[src/rtl/fst_io_pkg.sv]
// Shared types and widths for the fst I/O blocks.
// Used by the output UART and its FIFO.
package fst_io_pkg;

  localparam int WORD_W = 16;
  localparam int BYTE_W = 8;

  typedef enum logic [1:0] {
    IDLE,
    START,
    DATA,
    STOP
  } tx_state_t;

endpackage

[src/rtl/out_uart_if.sv]
// Core-to-UART write strobe bundle.
// The core drives it; the UART only listens, never stalls.
interface out_uart_if;
  import fst_io_pkg::*;

  logic              out_en;
  logic [WORD_W-1:0] out_dat;

  modport master (
    output out_en,
    output out_dat
  );

  modport slave (
    input out_en,
    input out_dat
  );

endinterface

[src/rtl/out_fifo.sv]
// Synchronous first-word-fall-through FIFO.
// Extra pointer MSB separates full from empty.
module out_fifo #(
  parameter int DEPTH_LOG2 = 4,
  parameter int WIDTH      = 16
) (
  input  logic              clk,
  input  logic              reset_n,
  input  logic              push,
  input  logic [WIDTH-1:0]  din,
  input  logic              pop,
  output logic [WIDTH-1:0]  dout,
  output logic              full,
  output logic              empty,
  output logic [DEPTH_LOG2:0] count
);

  localparam int DEPTH = 1 << DEPTH_LOG2;

  logic [WIDTH-1:0]    mem [DEPTH];
  logic [DEPTH_LOG2:0] wr_ptr;
  logic [DEPTH_LOG2:0] rd_ptr;
  logic                wr_en;
  logic                rd_en;

  assign full =
    (wr_ptr[DEPTH_LOG2] != rd_ptr[DEPTH_LOG2]) &&
    (wr_ptr[DEPTH_LOG2-1:0] == rd_ptr[DEPTH_LOG2-1:0]);
  assign empty = (wr_ptr == rd_ptr);
  assign count = wr_ptr - rd_ptr;

  assign wr_en = push && !full;
  assign rd_en = pop && !empty;

  assign dout = mem[rd_ptr[DEPTH_LOG2-1:0]];

  always_ff @(posedge clk) begin
    if (wr_en)
      mem[wr_ptr[DEPTH_LOG2-1:0]] <= din;
  end

  always_ff @(posedge clk or negedge reset_n) begin
    if (!reset_n) begin
      wr_ptr <= '0;
      rd_ptr <= '0;
    end else begin
      if (wr_en)
        wr_ptr <= wr_ptr + 1'b1;
      if (rd_en)
        rd_ptr <= rd_ptr + 1'b1;
    end
  end

endmodule

[src/rtl/out_uart.sv]
// Output-port UART: buffers 16-bit words from the core and
// sends each as two 8N1 bytes, high byte first.
module out_uart
  import fst_io_pkg::*;
#(
  parameter int CLKS_PER_BIT = 434,
  parameter int DEPTH_LOG2   = 4
) (
  input  logic                clk,
  input  logic                reset_n,
  out_uart_if.slave           core,
  output logic                tx,
  output logic                busy,
  output logic [DEPTH_LOG2:0] fifo_count,
  output logic                overflow
);

  localparam int CNT_W =
    (CLKS_PER_BIT > 1) ? $clog2(CLKS_PER_BIT) : 1;
  localparam logic [CNT_W-1:0] CNT_LAST =
    CNT_W'(CLKS_PER_BIT - 1);

  tx_state_t         state;
  logic [WORD_W-1:0] word;
  logic              byte_sel;
  logic [CNT_W-1:0]  bit_cnt;
  logic [2:0]        bit_idx;
  logic [2:0]        nxt_idx;
  logic [BYTE_W-1:0] cur_byte;
  logic              bit_last;

  logic              fifo_full;
  logic              fifo_empty;
  logic [WORD_W-1:0] fifo_dout;
  logic              pop;

  assign pop      = (state == IDLE) && !fifo_empty;
  assign cur_byte = byte_sel ? word[BYTE_W-1:0]
                             : word[WORD_W-1:BYTE_W];
  assign bit_last = (bit_cnt == CNT_LAST);
  assign nxt_idx  = bit_idx + 3'd1;
  assign busy     = (state != IDLE) || (fifo_count != '0);

  out_fifo #(
    .DEPTH_LOG2 (DEPTH_LOG2),
    .WIDTH      (WORD_W)
  ) u_fifo (
    .clk     (clk),
    .reset_n (reset_n),
    .push    (core.out_en),
    .din     (core.out_dat),
    .pop     (pop),
    .dout    (fifo_dout),
    .full    (fifo_full),
    .empty   (fifo_empty),
    .count   (fifo_count)
  );

  // tx is updated on the same edge as each state change,
  // so the line shows each new bit right after that edge.
  always_ff @(posedge clk or negedge reset_n) begin
    if (!reset_n) begin
      state    <= IDLE;
      tx       <= 1'b1;
      word     <= '0;
      byte_sel <= 1'b0;
      bit_cnt  <= '0;
      bit_idx  <= '0;
      overflow <= 1'b0;
    end else begin
      if (core.out_en && fifo_full)
        overflow <= 1'b1;

      unique case (state)
        IDLE: begin
          tx <= 1'b1;
          if (!fifo_empty) begin
            word     <= fifo_dout;
            byte_sel <= 1'b0;
            bit_cnt  <= '0;
            tx       <= 1'b0;
            state    <= START;
          end
        end

        START: begin
          if (bit_last) begin
            bit_cnt <= '0;
            bit_idx <= '0;
            tx      <= cur_byte[0];
            state   <= DATA;
          end else begin
            bit_cnt <= bit_cnt + CNT_W'(1);
          end
        end

        DATA: begin
          if (bit_last) begin
            bit_cnt <= '0;
            if (bit_idx == 3'd7) begin
              tx    <= 1'b1;
              state <= STOP;
            end else begin
              bit_idx <= nxt_idx;
              tx      <= cur_byte[nxt_idx];
            end
          end else begin
            bit_cnt <= bit_cnt + CNT_W'(1);
          end
        end

        STOP: begin
          if (bit_last) begin
            bit_cnt <= '0;
            if (!byte_sel) begin
              byte_sel <= 1'b1;
              tx       <= 1'b0;
              state    <= START;
            end else begin
              tx    <= 1'b1;
              state <= IDLE;
            end
          end else begin
            bit_cnt <= bit_cnt + CNT_W'(1);
          end
        end

        default: begin
          tx    <= 1'b1;
          state <= IDLE;
        end
      endcase
    end
  end

endmodule

[src/flat_wrapper.sv]
// flat-port wrapper written by rule: the top's interface ports become plain ports
module out_uart_flat import fst_io_pkg::*;
#(
  parameter int CLKS_PER_BIT = 434,
  parameter int DEPTH_LOG2   = 4
)
  (clk, reset_n, tx, busy, fifo_count, overflow, core_out_en, core_out_dat);
  out_uart_if core_i ();
  input  logic clk;
  input  logic reset_n;
  output logic tx;
  output logic busy;
  output logic [DEPTH_LOG2:0] fifo_count;
  output logic overflow;
  input wire logic [$bits(core_i.out_en)-1:0] core_out_en;
  input wire logic [$bits(core_i.out_dat)-1:0] core_out_dat;
  assign core_i.out_en = core_out_en;
  assign core_i.out_dat = core_out_dat;
  out_uart #(.CLKS_PER_BIT(CLKS_PER_BIT), .DEPTH_LOG2(DEPTH_LOG2)) u_core (.clk(clk), .reset_n(reset_n), .core(core_i), .tx(tx), .busy(busy), .fifo_count(fifo_count), .overflow(overflow));
endmodule
[config.mk]
export PLATFORM = sky130hd
export DESIGN_NAME = out_uart_flat
export DESIGN_NICKNAME = d
export VERILOG_FILES = /design/src/rtl/fst_io_pkg.sv /design/src/rtl/out_uart_if.sv /design/src/rtl/out_fifo.sv /design/src/rtl/out_uart.sv /design/src/flat_wrapper.sv
export SDC_FILE = /design/constraint.sdc
export NUM_CORES = 1
export LEC_CHECK = 0
export CAP_MARGIN = 20
export CORE_MARGIN = 3
export CORE_UTILIZATION = 48
export DETAILED_ROUTE_END_ITERATION = 16
export GPL_TIMING_DRIVEN = 0
export SLEW_MARGIN = 15
export SYNTH_ARGS = -nofsm -noshare
export SYNTH_HDL_FRONTEND = slang
export SYNTH_HIERARCHICAL = 1
export SYNTH_SLANG_ARGS = --single-unit
[constraint.sdc]
create_clock -name clk -period 5.5 [get_ports clk]
set_input_delay 0.825 -clock clk [delete_from_list [all_inputs] [get_ports clk]]
set_output_delay 0.825 -clock clk [all_outputs]
set_load 0.01 [all_outputs]
==> reports/metrics.yaml, run 1 <==
status: "finished clean"
setup_viol: 0
synthesis.nets: 705
grt_pass1_vias: 6766
power_density_nw_per_um2: 379
cpMostUsedCell: "buf_2"
utilization_pct: 56.9
p_int_w: 0.00422
grt_max_degree: 33
yosysWarnings: 6
clk_root_buffer_cell: "clkbuf_16"
drt-wirelength-per-cell_um: 23.4
crit_arrival_ns: 3.55
clock.fmax_ghz: 0.228
drt_iter0_drc: 506
grt_setup_unrepaired: "false"
hold_path_class: "in2async"
hpwl_um: 17600
layout.nets: 779
relSlewSlack_pct: 42.8
timing.final.crit_period_ns: 4.38
grtUsageMet1_pct: 25.2
grt-busiest-layer: "met2"
post-cts-setup-buffers: 0
p_clk_share_pct: 38.4
cts_sinks: 299
clock_latency_ns: 0.55
wl_um: 25600
avgSynthCellArea_um2: 18.7
core_area_um2: 25400
detail-route-antenna-nets: 0
p_switching_w: 0.00127
yosys_most_used_dff: "edfxtp_1"
numCtsBuffers: 30
power.share.switching_pct: 23.1
dp_slack_ns: 1.68
path_class: "reg2out"
finClkSkew_ns: 0.0102
max-vdd-ir-drop_uv: 253
timing.final.crit_share_pct: 79.6
grt_pass1_wl_um: 39500
cts_tree: "yes"
fin_ws_ns: 1.12
grt_overflow: 0
diodes: 0
synth_cells: 667
clk_pin_slew_ns: 0.06
cts_max_path_buffers: 3
worst_pin_slew_ns: 0.857
synth_seq_cells: 299
placed_cells: 1039
syn2layout_area_growth_pct: 15.8
synth.lib_cells_used.distinct: 56
die_x_um: 167
antenna_found_initial: 0
drtPass1Iterations: 5
cp_slowest_stage_delay_ns: 0.50
drv_slew: 0
synth_seq_area_share_pct: 70.2
cp_cell_sequence: "buf_2, clkbuf_1, buf_2, inv_1, ha_1, a21o_1, a21oi_1, xnor2_1, nor4_1, nand3b_1, clkdlybuf4s50_1"
cp.required_ns: 4.68
met2_usage_pct: 31.7
ioPinCount: 27
row_count: 58
async_reset_ff_share_pct: 14.4
final_layout_size_suffix_gt1_share_pct: 18.0
cp_slowest_cell: "clkdlybuf4s50_1"
fin_setup_tns_ns: 0
via_per_inst: 5.81
start_kind: "flip-flop"
grt_use_met3_pct: 2.83
post-route-drc-count: 0
instances_no_fill: 1095
leakage_nw: 5.21
synth_edf_count: 256
start_util_pct: 49.2
cts_resized: 0
cp-end-kind: "output port"
gp_congestion: 0.800
via_count: 6357
portBuffers: 26
p_seq_share_pct: 49.9
htreeDepth: 1
place_area_um2: 13400
hold_viol: 0
grt_usage_pct: 18.4
dieArea_um2: 28000
syn_area_um2: 12500
cp_max_fo: 10
fin_area_um2: 14500
p_comb_share_pct: 11.7
fp.dieH_um: 167
maxCapViolCount: 0
postCtsHoldBufs: 0
-- final cells by class --
type	instances	area, µm²
sequential	299	8760
multi-input combinational	317	3440
tap	330	413
timing repair buffer	42	470
fill	1946	10900
buffer	36	268
clock buffer	37	817
clock inverter	19	228
inverter	15	56.3
-- final timing paths --
path	startpoint	end	slack, ns	cells past startpoint
max in group asynchronous	reset_n	u_core/tx	4.77	2
worst min register to register	u_core/overflow	u_core/overflow	0.45	1
worst max register to register	u_core/u_fifo/rd_ptr[3]	u_core/u_fifo/rd_ptr[4]	1.74	12
min in group clk	u_core/overflow	u_core/overflow	0.45	1
worst min-delay path	reset_n	u_core/u_fifo/wr_ptr[4]	0.17	1
worst max-delay path	u_core/u_fifo/rd_ptr[2]	busy	1.12	11
-- kinds of logic after synthesis --
kind of cell	Yosys count	synth area share (%)
xor gates and xnor gates	12	0.842
muxes	122	16.4
AOI/OAI and AO/OA	92	4.76
adders and majority gates	19	1.96
and+or+nand+nor	72	3.19
buffers and inverters	51	2.60
DFF	299	70.2
-- per-layer routing --
metal / part of all wire [%] / vias to the layer above / routed length, µm
met5: 0 / - / 0
met4: 1.9 / 0 / 495
met3: 4.3 / 33 / 1110
met2: 50 / 151 / 12900
met1: 43 / 3303 / 11100
li1: - / 2870 / -
-- power groups by stage --
stage | sequential (W) | combinational [W] | clock (W)
CTS | 0.00274 | 0.000650 | 0.00216
floorplan | 0.00277 | 0.000333 | 0
finish | 0.00274 | 0.000642 | 0.00211
detailed placement | 0.00278 | 0.000650 | 0
global placement | 0.00278 | 0.000558 | 0
global route | 0.00275 | 0.000697 | 0.00226
-- synthesized netlist by cell type (all sizes together), types with 2 or more instances --
master / instances / area (µm²)
and4: 2 / 17.5
and2: 5 / 32.5
ha: 18 / 225
mux2: 20 / 225
nand2b: 4 / 25.0
a211oi: 2 / 15.0
nand3: 3 / 15.0
a221oi: 16 / 140
nand3b: 3 / 22.5
nand4: 6 / 37.5
buf: 24 / 220
a21o: 5 / 38.8
nor3: 6 / 30.0
o21ai: 45 / 225
mux2i: 51 / 510
nor2b: 4 / 25.0
clkbuf: 12 / 47.6
a22o: 6 / 52.6
mux4: 51 / 1320
edfxtp: 256 / 7690
xor2: 2 / 17.5
xnor2: 10 / 87.6
and3: 2 / 12.5
inv: 15 / 56.3
nor2: 13 / 48.8
dfrtp: 42 / 1050
or3: 3 / 20.0
a21oi: 9 / 48.8
nand2: 17 / 63.8
-- critical path, delay by kind of cell, from the launching register on --
kind	cells	cell delay [ns]
adders and majority gates	1	0.34
and+or+nand+nor	2	0.38
AOI/OAI and AO/OA	2	0.39
DFF	1	0.31
buffers and inverters	5	1.47
xor gates and xnor gates	1	0.11
-- flip-flops by register name, summed over array words and instances (netlist names) --
signal                count
u_core/u_fifo/mem       256
u_core/word              16
u_core/bit_cnt            9
u_core/u_fifo/rd_ptr      5
u_core/u_fifo/wr_ptr      5
u_core/bit_idx            3
u_core/state              2
u_core/byte_sel           1
u_core/overflow           1
u_core/tx                 1
-- layout by cell type, fill, tap and decap left out, types with 5 or more instances in the layout --
cell | Yosys | final
clkinv_1 | 0 | 5
nor2_2 | 0 | 11
xnor2_1 | 10 | 10
nand2_1 | 17 | 17
clkdlybuf4s50_1 | 0 | 25
mux4_1 | 45 | 45
a21oi_1 | 8 | 8
ha_1 | 18 | 18
o21ai_0 | 24 | 24
clkbuf_1 | 10 | 13
o21ai_1 | 21 | 21
bufinv_16 | 0 | 5
dfrtp_1 | 42 | 42
mux4_2 | 6 | 6
a221oi_1 | 16 | 16
edfxtp_1 | 256 | 256
mux2i_1 | 51 | 51
buf_8 | 2 | 13
clkbuf_16 | 0 | 30
buf_12 | 4 | 5
buf_4 | 1 | 5
inv_1 | 15 | 15
a22o_1 | 6 | 6
clkinv_2 | 0 | 7
mux2_2 | 20 | 20
buf_2 | 13 | 14
nand4_1 | 6 | 6
-- metrics by stage --
step | hold slack (ns) | total power (W)
after floorplan | 0.466 | 0.00310
after global placement | 0.437 | 0.00334
after detailed placement | 0.444 | 0.00343
after CTS | 0.145 | 0.00555
after global routing | 0.164 | 0.00571
final | 0.173 | 0.00549
Note: power is estimated with default switching activity, not from simulation.
==> inputs of run 2 (changes only) <==
clock period = 4.21 ns   (was 5.5 ns; I/O delays follow)
==> reports/metrics.yaml, run 2 (same netlist as run 1, synthesis figures left out) <==
status: "finished clean"
maxCapViolCount: 0
grt_overflow: 0
post-route-drc-count: 0
drv_slew: 0
final_layout_size_suffix_gt1_share_pct: 18.1
gp_congestion: 0.800
hold_path_class: "reg2reg"
cts_sinks: 299
largest_reg_flops: 256
timing.final.crit_period_ns: 4.00
drt-wirelength-per-cell_um: 23.4
cp.required_ns: 3.58
critical_path_buf_inv_count: 4
drtPass1Iterations: 4
grt_setup_unrepaired: "false"
setup_viol: 0
htreeDepth: 1
clock.fmax_ghz: 0.250
cp_cell_sequence: "buf_2, buf_4, inv_1, fa_1, a21o_1, a21oi_1, xnor2_1, nor4_1, nand3b_1, clkdlybuf4s50_1"
antenna_found_initial: 0
hold_viol: 0
start_util_pct: 49.2
grt_max_degree: 33
portBuffers: 26
cts_max_path_buffers: 3
max-vdd-ir-drop_uv: 330
cp_top_family: "buffers and inverters"
ioPinCount: 27
clock_latency_ns: 0.55
finClkSkew_ns: 0.0106
place_area_um2: 13400
whs_ns: 0.451
core_area_um2: 25400
crit_arrival_ns: 3.37
numCtsBuffers: 30
hpwl_um: 17600
syn2layout_area_growth_pct: 15.9
leakage_nw: 5.21
via_count: 6399
via_per_inst: 5.85
clk_pin_slew_ns: 0.06
clk_root_buffer_cell: "clkbuf_16"
cp_slowest_stage_delay_ns: 0.50
power_density_nw_per_um2: 496
grt_usage_pct: 18.4
row_count: 58
fp.dieH_um: 167
relSlewSlack_pct: 43.8
detail-route-antenna-nets: 0
cp_max_fo: 10
post-cts-setup-buffers: 0
final_cell_mix: "256 x edfxtp_1, 51 x mux2i_1, 45 x mux4_1"
top_layer_used: "met4"
start_kind: "flip-flop"
fin_area_um2: 14500
grt_pass1_wl_um: 39500
dr_wl_met2_um: 12900
diodes: 0
wl_um: 25600
drt-met1-wl_um: 11100
cts_tree: "yes"
grt_pass1_vias: 6768
dieArea_um2: 28000
drt_iter0_drc: 471
die_x_um: 167
route.met3.wl_um: 1080
worst_pin_slew_ns: 0.843
final_common_cell: "edfxtp_1"
path_class: "reg2out"
layout.nets: 778
timing.final.crit_share_pct: 95.0
cp_slowest_cell: "clkdlybuf4s50_1"
cp-end-kind: "output port"
[run 2: cell count changes in the layout (fill, tap and decap cells not counted), sizes merged]
cell	delta
dlygate4sd3	+1
clkbuf	-2
[run 2: area by class of cell]
type / count / area [µm²]
plain buffers: 34 / 263
well taps: 330 / 413
repair buffers: 43 / 480
flip-flops and latches: 299 / 8760
multi-input cells: 317 / 3440
fillers: 1944 / 10900
clock inverters: 19 / 228
inverters: 15 / 56.3
clock buffers: 37 / 817
[run 2: where the power goes]
group	leakage [nW]	internal [W]	switching (W)
clock	0.515	0.00168	0.00108
combinational	1.85	0.000336	0.000504
sequential	2.84	0.00350	0.0000723
[run 2: metal layers]
metal,vias up,track usage [%]
met5,-,0
met4,0,4.13
met3,33,2.81
met2,145,31.7
met1,3352,25.2
li1,2869,-
[run 2: metrics by stage]
| stage | cells | total power [W] | setup TNS [ns] | util [%] | setup slack [ns] |
|---|---|---|---|---|---|
| 2_1_floorplan | 667 | 0.00405 | 0 | - | 0.885 |
| 3_3_place_gp | 1023 | 0.00436 | -18.11 | 51.8 | -0.313 |
| 3_5_place_dp | 1039 | 0.00448 | 0 | 52.8 | 0.393 |
| 4_1_cts | 1095 | 0.00725 | 0 | 57.0 | 0.00426 |
| 5_1_grt | 1094 | 0.00746 | 0 | 57.0 | 0.0186 |
| 6_report | 1094 | 0.00717 | 0 | 57.0 | 0.212 |
[run 2: worst paths after layout]
| check | slack (ns) | start | to | cells past startpoint |
|---|---|---|---|---|
| worst max-delay path | 0.21 | u_core/u_fifo/rd_ptr[1] | busy | 10 |
| worst min-delay path | 0.45 | u_core/overflow | u_core/overflow | 1 |
| worst max register to register | 0.54 | u_core/u_fifo/rd_ptr[3] | u_core/u_fifo/rd_ptr[4] | 11 |
| worst min register to register | 0.45 | u_core/overflow | u_core/overflow | 1 |
| max in group asynchronous | 3.13 | reset_n | u_core/tx | 3 |
| min in group asynchronous | 0.53 | reset_n | u_core/u_fifo/wr_ptr[4] | 2 |
[run 2: what timing repair did]
| action | 4_1_cts | 5_1_grt |
|---|---|---|
| setup endpoints to repair | 1 | 1 |
| endpoints found under the hold margin | 11 | 0 |
| gates resized for setup | 0 | 2 |
| hold buffers | 1 | 0 |
==> inputs of run 3 (changes only) <==
CORE_UTILIZATION = 37   (was 48)
==> reports/metrics.yaml, run 3 (same netlist as run 1, synthesis figures left out) <==
post-cts-setup-buffers: 0
grt_pass1_wl_um: 39000
path_class: "reg2out"
final_layout_size_suffix_gt1_share_pct: 17.0
power.total_w: 0.00693
fp.dieH_um: 190
dieArea_um2: 36000
dp_slack_ns: 0.463
relSlewSlack_pct: 44.9
clock.fmax_ghz: 0.248
layout.nets: 780
worst_pin_slew_ns: 0.825
grt_pass1_vias: 6355
cp_slowest_cell: "clkdlybuf4s50_1"
power_density_nw_per_um2: 478
grt_setup_unrepaired: "false"
cp-end-kind: "output port"
grt_usage_pct: 14.1
start_kind: "flip-flop"
clock_latency_ns: 0.57
core_area_um2: 32900
grt_max_degree: 34
maxCapViolCount: 0
post-route-drc-count: 0
crit_arrival_ns: 3.39
cts_tree: "yes"
timing.final.crit_share_pct: 95.6
critical_path_buf_inv_count: 4
numCtsBuffers: 31
ioPinCount: 27
gp_congestion: 0.744
leakage_nw: 5.15
cp_max_fo: 10
fin_setup_tns_ns: 0
diodes: 0
drtPass1Iterations: 5
syn2layout_area_growth_pct: 16.2
drt-wirelength-per-cell_um: 20.7
die_x_um: 190
hold_viol: 0
hpwl_um: 17300
drv_slew: 0
finClkSkew_ns: 0.0214
via_count: 6241
final_common_cell: "edfxtp_1"
largest_reg_flops: 256
start_util_pct: 38.0
htreeDepth: 1
setup_viol: 0
cp_cell_sequence: "buf_2, buf_4, inv_1, fa_1, a21o_1, a21oi_1, xnor2_1, nor4_1, nand3b_1, clkdlybuf4s50_1"
clk_root_buffer_cell: "clkbuf_16"
cp_top_family: "buffers and inverters"
cts_sinks: 299
status: "finished clean"
detail-route-antenna-nets: 0
utilization_pct: 44.1
cts_max_path_buffers: 3
max-vdd-ir-drop_uv: 352
fin_ws_ns: 0.185
clk_pin_slew_ns: 0.06
cp.required_ns: 3.58
via_per_inst: 5.17
grt_overflow: 0
cp_slowest_stage_delay_ns: 0.54
row_count: 66
timing.final.crit_period_ns: 4.02
drt_iter0_drc: 412
hold_path_class: "reg2reg"
antenna_found_initial: 0
wl_um: 25100
portBuffers: 26
final_cell_mix: "256 x edfxtp_1, 51 x mux2i_1, 45 x mux4_1"
==> run 3: cell count changes in the layout (fill, tap and decap cells not counted), sizes merged <==
cell,delta
clkinv,-1
clkinvlp,+1
inv,+1
clkbuf,+5
bufinv,-4
==> run 3: through the flow <==
| step | instance area [µm²] | instances | hold WS [ns] |
|---|---|---|---|
| 2_1_floorplan | 12500 | 667 | 0.336 |
| 3_3_place_gp | 13300 | 1135 | 0.440 |
| 3_5_place_dp | 13500 | 1151 | 0.455 |
| 4_1_cts | 14500 | 1208 | 0.468 |
| 5_1_grt | 14500 | 1208 | 0.486 |
| 6_report | 14500 | 1208 | 0.463 |
==> run 3: final timing paths <==
check | depth (start not counted) | endpoint | from | slack [ns]
worst max-delay path | 10 | busy | u_core/u_fifo/rd_ptr[1] | 0.19
worst min-delay path | 1 | u_core/overflow | u_core/overflow | 0.46
worst max register to register | 12 | u_core/u_fifo/rd_ptr[4] | u_core/u_fifo/rd_ptr[3] | 0.56
worst min register to register | 1 | u_core/overflow | u_core/overflow | 0.46
max in group asynchronous | 3 | u_core/tx | reset_n | 3.16
min in group asynchronous | 2 | u_core/bit_cnt[7] | reset_n | 0.51
==> run 3: report_power, final <==
group / internal (W) / leakage [nW] / switching [W] / total, W
logic: 0.000333 / 1.85 / 0.000492 / 0.000824
clock network: 0.00145 / 0.456 / 0.00109 / 0.00254
registers: 0.00350 / 2.84 / 0.0000671 / 0.00357
==> run 3: routing by layer <==
| layer | GRT usage (%) | up-vias | part of all wire [%] | wire, µm |
|---|---|---|---|---|
| met3 | 2.19 | 30 | 3.9 | 983 |
| met4 | 2.84 | 0 | 1.9 | 469 |
| met2 | 24.0 | 104 | 50 | 12400 |
| met1 | 19.3 | 3244 | 45 | 11200 |
| met5 | 0 | - | 0 | 0 |
| li1 | - | 2863 | - | - |
==> run 3: repair_timing <==
action                                  in CTS  in global routing
endpoints found under the setup margin       1                  0
hold buffers                                 1                  0
resized for setup                            1                  0
endpoints found under the hold margin       10                  0
==> run 3: final cells by class <==
cell class / count / area [µm²]
well taps: 442 / 553
inverters: 15 / 56.3
plain buffers: 35 / 267
clock inverters: 16 / 114
fillers: 2924 / 18400
repair buffers: 43 / 473
multi-input cells: 317 / 3440
flip-flops and latches: 299 / 8760
clock buffers: 41 / 833
